[src/rtl/wb_regfile_pkg.sv]
`default_nettype none
// ============================================================================
// Module      : wb_regfile_pkg
// Description : Shared widths, constants and read-port mux for the MIPS
//               write-back register file.
// Revision    : 1.0 - initial release
// ============================================================================
package wb_regfile_pkg;

    localparam int RegNum = 32;

    typedef logic [4:0]  reg_addr_t;   // RegAddrBus
    typedef logic [31:0] reg_data_t;   // RegBus

    localparam reg_data_t ZeroWord     = 32'h0;
    localparam logic      WriteEnable  = 1'b1;
    localparam logic      WriteDisable = 1'b0;
    localparam logic      ReadEnable   = 1'b1;
    localparam logic      ReadDisable  = 1'b0;

    // Priority: reset, disabled port, $0, same-cycle write-back, stored value.
    function automatic reg_data_t read_port(
        input logic      rst,
        input logic      re,
        input reg_addr_t raddr,
        input logic      wreg,
        input reg_addr_t wd,
        input reg_data_t wdata,
        input reg_data_t stored
    );
        if (rst) begin
            return ZeroWord;
        end else if (re == ReadDisable) begin
            return ZeroWord;
        end else if (raddr == '0) begin
            return ZeroWord;
        end else if (wreg == WriteEnable && wd == raddr) begin
            return wdata;
        end
        return stored;
    endfunction

endpackage : wb_regfile_pkg
`default_nettype wire

[src/rtl/hilo_reg.sv]
`default_nettype none
// ============================================================================
// Module      : hilo_reg
// Description : HI/LO register pair with write-first bypass on its outputs.
// Revision    : 1.0 - initial release
// ============================================================================
module hilo_reg
    import wb_regfile_pkg::*;
(
    input  logic        clk,
    input  logic        rst,
    input  logic        wb_whilo,
    input  logic [31:0] wb_hi,
    input  logic [31:0] wb_lo,
    output logic [31:0] hi_o,
    output logic [31:0] lo_o
);

    reg_data_t r_hi;
    reg_data_t r_lo;

    always_ff @(posedge clk or posedge rst) begin
        if (rst) begin
            r_hi <= ZeroWord;
            r_lo <= ZeroWord;
        end else if (wb_whilo == WriteEnable) begin
            r_hi <= wb_hi;
            r_lo <= wb_lo;
        end
    end

    always_comb begin
        hi_o = r_hi;
        lo_o = r_lo;
        if (rst) begin
            hi_o = ZeroWord;
            lo_o = ZeroWord;
        end else if (wb_whilo == WriteEnable) begin
            hi_o = wb_hi;
            lo_o = wb_lo;
        end
    end

endmodule : hilo_reg
`default_nettype wire

[src/rtl/wb_regfile.sv]
`default_nettype none
// ============================================================================
// Module      : wb_regfile
// Description : MEM/WB write-back target: 32x32 GPR file with two bypassed
//               combinational read ports, plus the HI/LO pair.
// Revision    : 1.0 - initial release
// ============================================================================
module wb_regfile
    import wb_regfile_pkg::*;
(
    input  logic        clk,
    input  logic        rst,
    input  logic [4:0]  wb_wd,
    input  logic        wb_wreg,
    input  logic [31:0] wb_wdata,
    input  logic        wb_whilo,
    input  logic [31:0] wb_hi,
    input  logic [31:0] wb_lo,
    input  logic        re1,
    input  logic [4:0]  raddr1,
    output logic [31:0] rdata1,
    input  logic        re2,
    input  logic [4:0]  raddr2,
    output logic [31:0] rdata2,
    output logic [31:0] hi_o,
    output logic [31:0] lo_o
);

    // Entry 0 is only ever cleared; reads of $0 are also forced to zero.
    reg_data_t r_regs [0:RegNum-1];

    always_ff @(posedge clk or posedge rst) begin
        if (rst) begin
            for (int i = 0; i < RegNum; i++) begin
                r_regs[i] <= ZeroWord;
            end
        end else if (wb_wreg != WriteDisable && wb_wd != '0) begin
            r_regs[wb_wd] <= wb_wdata;
        end
    end

    assign rdata1 = read_port(rst, re1, raddr1, wb_wreg, wb_wd, wb_wdata, r_regs[raddr1]);
    assign rdata2 = read_port(rst, re2, raddr2, wb_wreg, wb_wd, wb_wdata, r_regs[raddr2]);

    hilo_reg u_hilo_reg (
        .clk      (clk),
        .rst      (rst),
        .wb_whilo (wb_whilo),
        .wb_hi    (wb_hi),
        .wb_lo    (wb_lo),
        .hi_o     (hi_o),
        .lo_o     (lo_o)
    );

endmodule : wb_regfile
`default_nettype wire
[config.mk]
export PLATFORM = sky130hd
export DESIGN_NAME = wb_regfile
export DESIGN_NICKNAME = d
export VERILOG_FILES = /design/src/rtl/wb_regfile_pkg.sv /design/src/rtl/hilo_reg.sv /design/src/rtl/wb_regfile.sv
export SDC_FILE = /design/constraint.sdc
export NUM_CORES = 2
export LEC_CHECK = 0
export CAP_MARGIN = 20
export CORE_MARGIN = 3
export CORE_UTILIZATION = 40
export CTS_BUF_LIST = sky130_fd_sc_hd__clkbuf_8 sky130_fd_sc_hd__clkbuf_16
export CTS_CLUSTER_DIAMETER = 100
export DETAILED_ROUTE_END_ITERATION = 6
export PLACE_DENSITY_LB_ADDON = 0.12
export SLEW_MARGIN = 20
export SYNTH_ARGS = -nofsm -noshare
export SYNTH_HDL_FRONTEND = slang
export SYNTH_SLANG_ARGS = --single-unit
[constraint.sdc]
create_clock -name clk -period 137.9 [get_ports clk]
set_clock_uncertainty 0.15 [all_clocks]
set_input_delay 41.37 -clock clk [delete_from_list [all_inputs] [get_ports clk]]
set_output_delay 41.37 -clock clk [all_outputs]
set_load 0.05 [all_outputs]
Yosys cells after proc, flatten, opt, wreduce, memory -nomap -nowiden
Index checks and enable logic that the tools add are counted.
{"block": "totals", "reg_bits": 1088, "input_bits": 117, "output_inout_bits": 128, "wordCells": 81}
{"block": "op_classes", "order_cmp": 4, "eq_ne": 2, "muxes": 31, "bitwise": 3, "n_reduce_logical": 7}
{"operator": "bitwise mux 1024 bit", "count": 1}
{"operator": "two-way mux 32 bit", "count": 19}
{"operator": "binary-select mux 32 bit (select 5 bit)", "count": 2}
{"operator": "demux 32 bit (select 5 bit)", "count": 1}
{"operator": ">= comparator 6 bit, second input constant", "count": 3}
{"operator": "inverter 5 -> 6 bit", "count": 3}
{"operator": "== test 5 bit", "count": 2}
{"operator": "zero test 5 bit", "count": 2}
{"operator": "two-way mux 1 bit", "count": 8}
{"operator": "less-than comparator 6 x 1 -> 1 bit, second input constant", "count": 1}
{"operator": "nonzero test 5 bit", "count": 1}
{"operator": "logical AND 1 bit", "count": 4}

Logic depth before layout (Yosys ltp)
{"block": "depth", "word_depth": 7, "depth_mapped": 10, "depth_no_buf": 5}

By module
A second synthesis with hierarchy kept.
{"block": "unflattened", "cells_unflattened": 4050, "area_unflattened_um2": 58698.8}
{"mod": "wb_regfile", "n_inst": 1, "cells_per_inst": 3843, "area_per_inst_um2": 55587.1, "seq_area_each_um2": 25624.6}
{"mod": "hilo_reg", "n_inst": 1, "cells_per_inst": 207, "area_per_inst_um2": 3111.7, "seq_area_each_um2": 1601.5}

Least setup slack after synthesis
Ideal clock, no wire load.
{"block": "synth_timing", "path_kind": "in2out", "start": "input port rst", "end": "output port lo_o[22]", "arrival_time_ns": 75.746, "required_ns": 96.380, "path_slack_ns": 20.634, "cell_stages": 3, "path_buffers": 1, "path_cell_list": "inv_1 clkbuf_1 and2_1"}
{"block": "synth_between", "elab_chain_len": 1}
{"element": "from (decl)", "line_no": "wb_regfile.sv:12", "source": "input logic rst,"}
{"element": "two-way mux 32 bit", "line_no": "hilo_reg.sv:35", "source": "if (rst) begin"}
{"element": "to (decl)", "line_no": "wb_regfile.sv:26", "source": "output logic [31:0] lo_o"}
Every way passes these cells.

Worst setup path in the final report
{"block": "layout_timing", "start": "input port raddr2[0]", "end": "output port rdata2[23]"}
{"block": "layout_between", "elab_chain_len": 7, "word_cells_on_any_way": 15, "cone_classes": "eq/ne: 1; mux: 11; bitwise: 1; reduce/logical: 2"}
{"element": "from (decl)", "line_no": "wb_regfile.sv:23", "source": "input logic [4:0] raddr2,"}
{"element": "branches (longest 6 deep; another with binary-select mux 32 bit (select 5 bit))"}
{"element": "two-way mux 32 bit (*)", "line_no": "wb_regfile_pkg.sv:40", "source": "return stored;"}
{"element": "to (decl)", "line_no": "wb_regfile.sv:24", "source": "output logic [31:0] rdata2,"}
Mark *: on every way between the ends. The select of a mux whose other input is x is not followed.

==> summary.md <==
| Metric | Value |
|---|---|
| Layout net count | 3945 |
| Slowest stage delay, CP | 790 ps |
| Cell chain of the critical path | buf_8, buf_4, buf_4, buf_4, mux4_2, nor2b_1, a211oi_1, a211oi_1, a211o_1, clkdlybuf4s50_1 |
| Final antenna-violating net count | 0 |
| Largest net degree at the start of global routing | 190 |
| Syn-to-layout area delta | 14.5% |
| Setup violations, final | 0 |
| Cell mode on critical path | buf_4 |
| Placeable Area | 0.142 sq mm |
| Io pins | 245 |
| Syn avg cell area | 15.2 sq um |
| DR DRC count | 0 |
| Clk pwr share | 36.5% |
| WL/cell | 32.0 um |
| Seq cells post-synth | 1088 |
| Final non-filler cell total | 5820 |
| Synth cell types | 42 |
| CP Class | in -> out |
| Share of the synthesized area in the top cell type | 47.2% |
| Min Tclk post-route | 87890 ps |
| Clk slew on worst S/H paths | 50 ps |
| Row count | 138 |
| Switching Share | 26.9% |
| Seq pwr share | 43.4% |
| Leak | 0.0281 uW |
| Crit path max-delay cell type | buf_4 |
| Layout cells sized above 1 | 49.0% |
| CTS tree | done |
| GRT overflow | 0 |
| H-Tree Level Count | 4 |
| VDD IR max | 0.0101 mV |
| Max Root-Sink Buffers | 3 |
| Vias in the first global route | 37500 |
| Die area | 0.149 sq mm |
| Root buf cell | clkbuf_16 |
| Critical Path AT | 46370 ps |
| Starting Density | 40.5% |
| Final Cycle Share | 63.7% |
| Clk_lat worst skew | 750 ps |
| I/O Buffers | 244 |
| Placed insts | 5584 |
| Top cells by count, synth | dfrtp_1 (1088), mux2_2 (1050), mux4_2 (515) |
| Initial antenna violation count | 15 |
| Crit. End Element | primary output |
| Slew margin rel. | 22.6% |
| Sw power | 259 uW |
| Finished Core Util | 46.4% |
| Tot GR Track Use | 25.2% |
| Simple-gate share of the synthesized area | 2.55% |
| Vias | 36100 |
| Yosys Warn Count | 0 |
| Post-detail-place hpwl | 107 mm |
| Die height | 386 um |
| MaxCap Viol Count | 0 |
| RSZ-0062 raised after global routing | no |
| Status | finished clean |
| Mux contribution to synthesized area | 42.4% |
| HP Class | reg -> reg |
| Fillers | 12600 |
| Worst-Margin Slew | 1160 ps |
| Post-synthesis sequential area ratio | 47.2% |
| Hold Violations, Final | 0 |
| Cell area after synthesis | 0.0577 sq mm |
| Post-Synth XOR/XNOR Area | 0.152% |
| Drt first pass iters | 5 |
| Die W | 386 um |
| Power share of the combinational group | 20.1% |
| Iter 0 DRT Violations | 2691 |
| Largest family of logic cells by synthesized area | multiplexers |
| WL final | 186 mm |
| Ys flop type | dfrtp_1 |
| Worst EP required | 96380 ps |
| Setup TNS | 0 ps |
| Inserted Clock Buffers | 131 |
| Vias per cell | 6.20 |
| Int Pwr | 705 uW |
| Syn Inst Count | 3792 |
| Post-CTS sizing | 0 |
| Final Max Slew Viols | 0 |
| Total Power | 965 uW |
| Pwr Density | 14.6 mW/mm^2 |
| Synth area leader | dfrtp_1 |
| Post-synthesis compound-gate area fraction | 4.32% |
| Post-synthesis async set-or-reset flop share | 100% |
| Critical path peak fanout | 53 |
| EDFF count, synth | 0 |
| Gpl congestion | 0.769 |
| CTS sink count | 1088 |
| Syn nets | 3909 |
| Hold buffers post-CTS | 0 |
| Max Fclk | 11.4 MHz |
| Hold Worst Slack | 244 ps |
| Worst Setup Start Kind | input pin |
| Synth top area cells | dfrtp_1 (47%), mux2_2 (20%), mux4_2 (20%), a211oi_1 (2.4%), mux2i_1 (1.6%) |
| Setup bufs post-CTS | 0 |
| First-pass GRT wire length | 272 mm |
| Most frequent cell after synthesis | dfrtp_1 |
| Post-synthesis adder-cell area fraction | 0% |
## critical path: cells and delay by family
kind	cells	cell delay, ps
AO/OA/AOI/OAI	3	840
multiplexers	1	580
buffers and inverters	5	3270
AND/OR/NAND/NOR	1	160
## path summary, 6_finish.rpt
| kind | start | endpoint | slack, ps | depth (start not counted) |
|---|---|---|---|---|
| max | raddr2[0] | rdata2[23] | 50010 | 10 |
| min | r_regs[996] | r_regs[996] | 240 | 0 |
| max reg2reg | r_regs[110] | r_regs[110] | 136940 | 1 |
| min reg2reg | r_regs[996] | r_regs[996] | 240 | 0 |
| max in group asynchronous | rst | r_regs[1011] | 94090 | 4 |
| min in group asynchronous | rst | r_regs[927] | 41200 | 2 |
## layout make-up
type | count | area [sq um] | area share (%)
Antenna cell | 10 | 25.0 | 0.0379
Clock buffer | 181 | 4120 | 6.24
Clock inverter | 44 | 280 | 0.424
Inverter | 3 | 18.8 | 0.0284
Multi-Input combinational cell | 2258 | 28800 | 43.5
Sequential cell | 1088 | 27200 | 41.2
Tap cell | 1890 | 2360 | 3.58
Timing Repair Buffer | 346 | 3260 | 4.93
## power groups by stage
stage          clock [uW]  sequential [uW]  combinational [uW]
2_1_floorplan           0              412                 153
3_3_place_gp            0              420                 193
3_5_place_dp            0              423                 196
4_1_cts               361              417                 196
5_1_grt               373              426                 208
6_report              352              419                 194
## flip-flops by register name (all words and copies together), names as in the netlist
register and count:
u_hilo_reg.r_hi 32, r_regs 1024, u_hilo_reg.r_lo 32
## cell usage in the layout (no fill, tap or decap), types with 4 or more instances in the layout
master,netlist,routed
nand2_2,0,8
inv_1,3,33
mux2_1,8,8
nand3b_1,4,4
mux2_2,1050,1050
and2_1,94,92
nor2_4,0,18
a211o_1,32,32
bufinv_16,0,4
buf_4,14,99
clkinv_2,0,8
a211oi_1,184,184
nand2_4,0,7
buf_2,116,7
a221o_1,28,28
nand2_1,53,38
xnor2_1,10,10
clkbuf_8,0,37
mux2i_1,93,93
clkdlybuf4s50_1,0,229
nand3_1,4,4
diode_2,0,10
dfrtp_1,1088,1088
clkbuf_16,0,145
mux4_2,515,515
nor2b_1,66,65
buf_8,0,5
a22oi_1,61,61
## per-layer routing
metal | track usage, % | share of wire (%) | wire length [um] | vias to the layer above
met5 | 0 | 0.019 | 35 | -
li1 | - | - | - | 14700
met2 | 38.5 | 46 | 85400 | 1084
met1 | 36.3 | 45 | 83500 | 20000
met4 | 7.68 | 2.9 | 5450 | 6
met3 | 5.00 | 6.3 | 11700 | 296
## kinds of logic (layout without fill, tap and decap cells)
group	Yosys count	in the layout
mux	1666	1666
flops	1088	1088
buf+inv	446	574
compound gates	319	319
simple gates	263	263
xor+xnor	10	10
other cells	0	10
## stage by stage
step	cell area, sq um	worst slack (ps)
finish	66100	50010
global route	66000	49630
CTS	66000	49850
detailed placement	61600	49860
global placement	61600	49760
floorplan	57700	20630
Power figures use the tool's default switching activity.
